===== src/rtl/pin_bus_arbiter.sv =====
// pin_bus_arbiter: round-robin owner arbitration for the shared pin bus with
// turnaround gaps and a bounded hold time; all outputs are registered.
module pin_bus_arbiter #(
    parameter int N_REQ      = 4,
    parameter int WIDTH      = 29,
    parameter int MAX_HOLD   = 16,
    parameter int TURNAROUND = 1,
    localparam int IW        = $clog2(N_REQ)
) (
    input  logic                   clk,
    input  logic                   rst,
    input  logic [N_REQ-1:0]       req,
    input  logic [N_REQ-1:0]       done,
    input  logic [N_REQ*WIDTH-1:0] drv_data,
    output logic [N_REQ-1:0]       gnt,
    output logic [WIDTH-1:0]       bus_out,
    output logic                   bus_oe,
    output logic [IW-1:0]          owner,
    output logic                   busy
);
    typedef enum logic [1:0] {IDLE, GRANT, TURN} state_t;

    state_t           state, state_nxt;
    logic [IW-1:0]    cur, rr_ptr, pick, cur_inc;
    logic [7:0]       hold_cnt;
    logic [2:0]       turn_cnt;
    logic             rel, turn_done;
    logic [N_REQ-1:0] gnt_d;
    logic [WIDTH-1:0] bus_d;

    // Scan downward so the lowest offset from rr_ptr is the last (winning) hit.
    always_comb begin
        pick = rr_ptr;
        for (int k = N_REQ - 1; k >= 0; k--)
            if (req[(int'(rr_ptr) + k) % N_REQ]) pick = IW'((int'(rr_ptr) + k) % N_REQ);
    end

    assign cur_inc   = (cur == IW'(N_REQ - 1)) ? '0 : cur + 1'b1;
    assign rel       = done[cur] | ~req[cur] | (hold_cnt == 8'(MAX_HOLD - 1));
    assign turn_done = turn_cnt == 3'(TURNAROUND - 1);

    always_comb begin
        state_nxt = state == IDLE  ? (|req ? GRANT : IDLE) :
                    state == GRANT ? (rel ? TURN : GRANT) :
                    state == TURN  ? (turn_done ? IDLE : TURN) : IDLE;
    end

    // Outputs are computed from the current state and registered, so they
    // trail the state register by one cycle.
    always_comb begin
        gnt_d = {N_REQ{state == GRANT}} & (N_REQ'(1) << cur);
        bus_d = (state == GRANT) ? drv_data[int'(cur)*WIDTH +: WIDTH] : '0;
    end

    always_ff @(posedge clk) begin
        if (rst) begin
            state    <= IDLE;
            cur      <= '0;
            rr_ptr   <= '0;
            hold_cnt <= '0;
            turn_cnt <= '0;
            gnt      <= '0;
            bus_out  <= '0;
            bus_oe   <= 1'b0;
            busy     <= 1'b0;
            owner    <= '0;
        end else begin
            state   <= state_nxt;
            gnt     <= gnt_d;
            bus_out <= bus_d;
            bus_oe  <= state == GRANT;
            busy    <= state == GRANT;
            owner   <= cur;
            if (state == IDLE && |req) begin
                cur      <= pick;
                hold_cnt <= '0;
            end
            if (state == GRANT) hold_cnt <= hold_cnt + 1'b1;
            if (state == GRANT && rel) begin
                rr_ptr   <= cur_inc;
                turn_cnt <= '0;
            end
            if (state == TURN) turn_cnt <= turn_cnt + 1'b1;
        end
    end
endmodule


===== config.mk =====
export PLATFORM = sky130hd
export DESIGN_NAME = pin_bus_arbiter
export DESIGN_NICKNAME = d
export VERILOG_FILES = /design/src/rtl/pin_bus_arbiter.sv
export SDC_FILE = /design/constraint.sdc
export NUM_CORES = 1
export LEC_CHECK = 0
export BUFFER_PORTS_ARGS = -buffer_cell sky130_fd_sc_hd__buf_2
export CORE_ASPECT_RATIO = 0.9
export CORE_UTILIZATION = 39
export DETAILED_ROUTE_END_ITERATION = 8
export GPL_TIMING_DRIVEN = 0
export HOLD_SLACK_MARGIN = 0.02
export PLACE_DENSITY = 0.77
export SYNTH_ARGS = -nofsm -noshare
export SYNTH_HDL_FRONTEND = slang
export SYNTH_SLANG_ARGS = --single-unit

===== constraint.sdc =====
create_clock -name clk -period 1.6 [get_ports clk]
set_clock_uncertainty 0.15 [all_clocks]
set_input_delay 0.32 -clock clk [delete_from_list [all_inputs] [get_ports clk]]
set_output_delay 0.32 -clock clk [all_outputs]
set_load 0.02 [all_outputs]

==> impl_metrics.yaml <==
status:
  run_status: "finished, violations left"
  violations: "negative setup slack"
finish:
  layout_commonest_cell: "sky130_fd_sc_hd__buf_2"
  area_growth_syn_to_layout_pct: 45.6
  layout-drive-gt1-share_pct: 59.5
  antennaDiodeCount: 0
  final_cell_mix: "163 x sky130_fd_sc_hd__buf_2, 50 x sky130_fd_sc_hd__dfxtp_1, 30 x sky130_fd_sc_hd__mux4_2"
  final_net_count: 539
  fin_area_um2: 3870
sta:
  sum_of_negative_setup_slack_ps: -68.1
  report.final.setup_viol: 2
  timing.final.crit_share_pct: 102
  final_period_minus_worst_setup_slack_ps: 1640
  max_slew_margin_pct: 63.4
  tightestPinTransition_ps: 549
  rsz0062_at_grt: "true"
  hold_violations: 0
  final_critical_path_setup_slack_ps: -38.0
  timing.final.max_slew_violations: 0
  max_freq_ghz: 0.611
placement:
  detailedPlacementHpwl_um: 5780
  detailed_place.area_um2: 3590
  port-buffer-count: 162
  gp_routability_congestion: 0.855
floorplanning:
  num_io_pins: 163
  floorplan.die_area_um2: 7140
  chipWidth_um: 89.0
  num_rows: 28
  placeableCoreArea_um2: 6590
  effective_utilization_at_floorplan_pct: 40.3
  die_y_um: 80.3
detailed_routing:
  detail_route.wirelength_um: 7510
  routed_via_density: 5.09
  route.antenna.remaining_nets: 0
  route.detailed.wl_per_inst_um: 15.1
  dr_pass1_iterations: 4
  drtIter0Drc: 115
  num_vias: 2529
  detail_route.drc_violations: 0
critical_path:
  crit_path_cell_trace: "inv_4 -> mux4_2 -> mux2i_1 -> o211ai_1"
  end_kind: "flop"
  timing_worst_setup_path_type: "flop to flop"
  cp-start-kind: "flop"
  worstPathArrival_ps: 1680
  max_stage_delay_ps: 600
  required_ps: 1640
  path_max_fanout: 5
  slowest_library_cell_on_the_worst_path: "sky130_fd_sc_hd__mux4_2"
pwr:
  p_per_area_nw_per_um2: 893
  p_leak_nw: 1.78
  ir_worst_vdd_uv: 379
clocking:
  path_clk_slew_ps: 90
  max-clock-path-buffers: 2
  cts.root.buffer_cell: "sky130_fd_sc_hd__clkbuf_8"
  tritoncts.num_buffers: 5
  tritoncts: "yes"
  numClockSinks: 53
  cts-htree-levels: 2
  clk-insertion-delay-late_ps: 310
logic_synthesis:
  synthDistinctLibCells: 36
  synth-warning-count: 0
  synth_top_area_share_pct: 40.0
  mappedNetlistArea_um2: 2660
  synth_top_area_cell: "sky130_fd_sc_hd__dfxtp_1"
  synth.area.top_cells: "sky130_fd_sc_hd__dfxtp_1 40%, sky130_fd_sc_hd__mux4_2 25%, sky130_fd_sc_hd__and2_1 7.8%"
  yosys.area_share.simple_pct: 18.3
  synth.ff_latch_count: 53
  synth_seq_area_share_pct: 40.0
  synth_xor_area_share_pct: 0.990
  post_synth_inst_count: 233
  share_of_cell_area_taken_by_muxes_after_synthesis_pct: 27.4
  syn_area_per_cell_um2: 11.4
  syn-num-nets: 366
  combinational_family_with_the_most_area_after_synthesis: "multiplexers"
  synth-compound-area-share_pct: 6.55
  yosys.area_share.adder_pct: 3.30
global_routing:
  first_pass_grt_wire_length_um: 11000
  antenna_found_initial: 0
  largest_net_degree_at_the_start_of_global_routing: 16
  remaining_global_route_overflow: 0
  grt_pass1_vias: 2399
  global_route.usage.total_pct: 20.4
hold_path:
  hold_class: "primary input to flop"
job:
  maxcap_viol_count: 0
==> what timing repair did <==
action                     4_1_cts  5_1_grt
hold buffers                     0        0
pin swaps                        0        9
setup endpoints to repair       36       40
buffers inserted                 5        0
gates resized for setup         24       26
cloned                           0        0
==> worst max-delay path: cells and delay by family (launching register included) <==
kind                   cells  cell delay (ps)
multiplexers               2              820
buffers and inverters      1               60
AO/OA/AOI/OAI              1              110
flip-flops                 1              380
==> flip-flops by register name, summed over array words and instances, names as in the netlist <==
signal and flops:
state 2, bus_out 29, owner 2, hold_cnt 8
turn_cnt 3, rr_ptr 2, gnt 4, busy 1
cur 2
==> report_power, final <==
part / total [W] / internal, W / switching [W]
sequential: 0.00146 / 0.00141 / 0.0000506
clock: 0.000942 / 0.000511 / 0.000432
combinational: 0.00105 / 0.000572 / 0.000475
==> final timing paths <==
path / slack [ps] / start / end / cells past startpoint
setup / recovery: -40 / cur[1]$_SDFFE_PP0P_ / rr_ptr[1]$_SDFFE_PP0P_ / 4
hold / removal: 200 / req[1] / cur[1]$_SDFFE_PP0P_ / 3
setup reg to reg: -40 / cur[1]$_SDFFE_PP0P_ / rr_ptr[1]$_SDFFE_PP0P_ / 4
hold reg to reg: 350 / hold_cnt[1]$_SDFFE_PP0P_ / hold_cnt[1]$_SDFFE_PP0P_ / 2
==> cells by family (layout without fill, tap and decap cells) <==
family / count (synthesis) / in the layout
compound gates: 28 / 28
fa+ha+maj: 7 / 7
simple gates: 85 / 85
flops: 53 / 53
buf+inv: 22 / 196
xor+xnor: 3 / 3
mux: 35 / 35
==> layout make-up <==
| cell class | instances | area (µm²) |
|---|---|---|
| fillers | 588 | 2720 |
| multi-input cells | 158 | 1560 |
| flip-flops and latches | 53 | 1070 |
| repair buffers | 167 | 848 |
| plain buffers | 15 | 130 |
| well taps | 90 | 113 |
| clock buffers | 7 | 86.3 |
| clock inverters | 1 | 30.0 |
| inverters | 6 | 28.8 |
==> Yosys cell counts (all sizes together) <==
cell type / instances
dfxtp: 53
and2: 33
mux4: 30
a21oi: 12
nor2: 12
buf: 8
clkbuf: 8
ha: 7
nand2: 7
nor2b: 7
inv: 6
nand3: 6
nor3: 6
o21ai: 6
nand2b: 5
mux2i: 3
nor4: 3
a311oi: 2
mux2: 2
o211ai: 2
o311ai: 2
or4: 2
xor2: 2
a211o: 1
a21o: 1
a2bb2oi: 1
and3: 1
nand4: 1
nor3b: 1
o221ai: 1
or2: 1
xnor2: 1
==> per-layer routing <==
metal | global-route usage [%] | part of all wire [%] | up-vias
li1 | - | - | 1199
met1 | 22.0 | 37 | 1200
met2 | 38.0 | 54 | 112
met3 | 4.62 | 6.8 | 18
met4 | 8.41 | 2.4 | 0
met5 | 0 | 0 | -
==> metrics by stage <==
stage / hold WS [ps] / cells / util, % / power (W) / worst slack (ps)
final: 203 / 497 / 58.7 / 0.00345 / -38.0
after global routing: 213 / 497 / 58.7 / 0.00364 / -104
after CTS: 193 / 497 / 57.9 / 0.00344 / 2.45
after detailed placement: 336 / 485 / 54.4 / 0.00243 / -207
after global placement: 323 / 485 / 54.4 / 0.00241 / -175
after floorplan: 313 / 233 / - / 0.00210 / -7.22
Note: power is estimated with default switching activity, not from simulation.
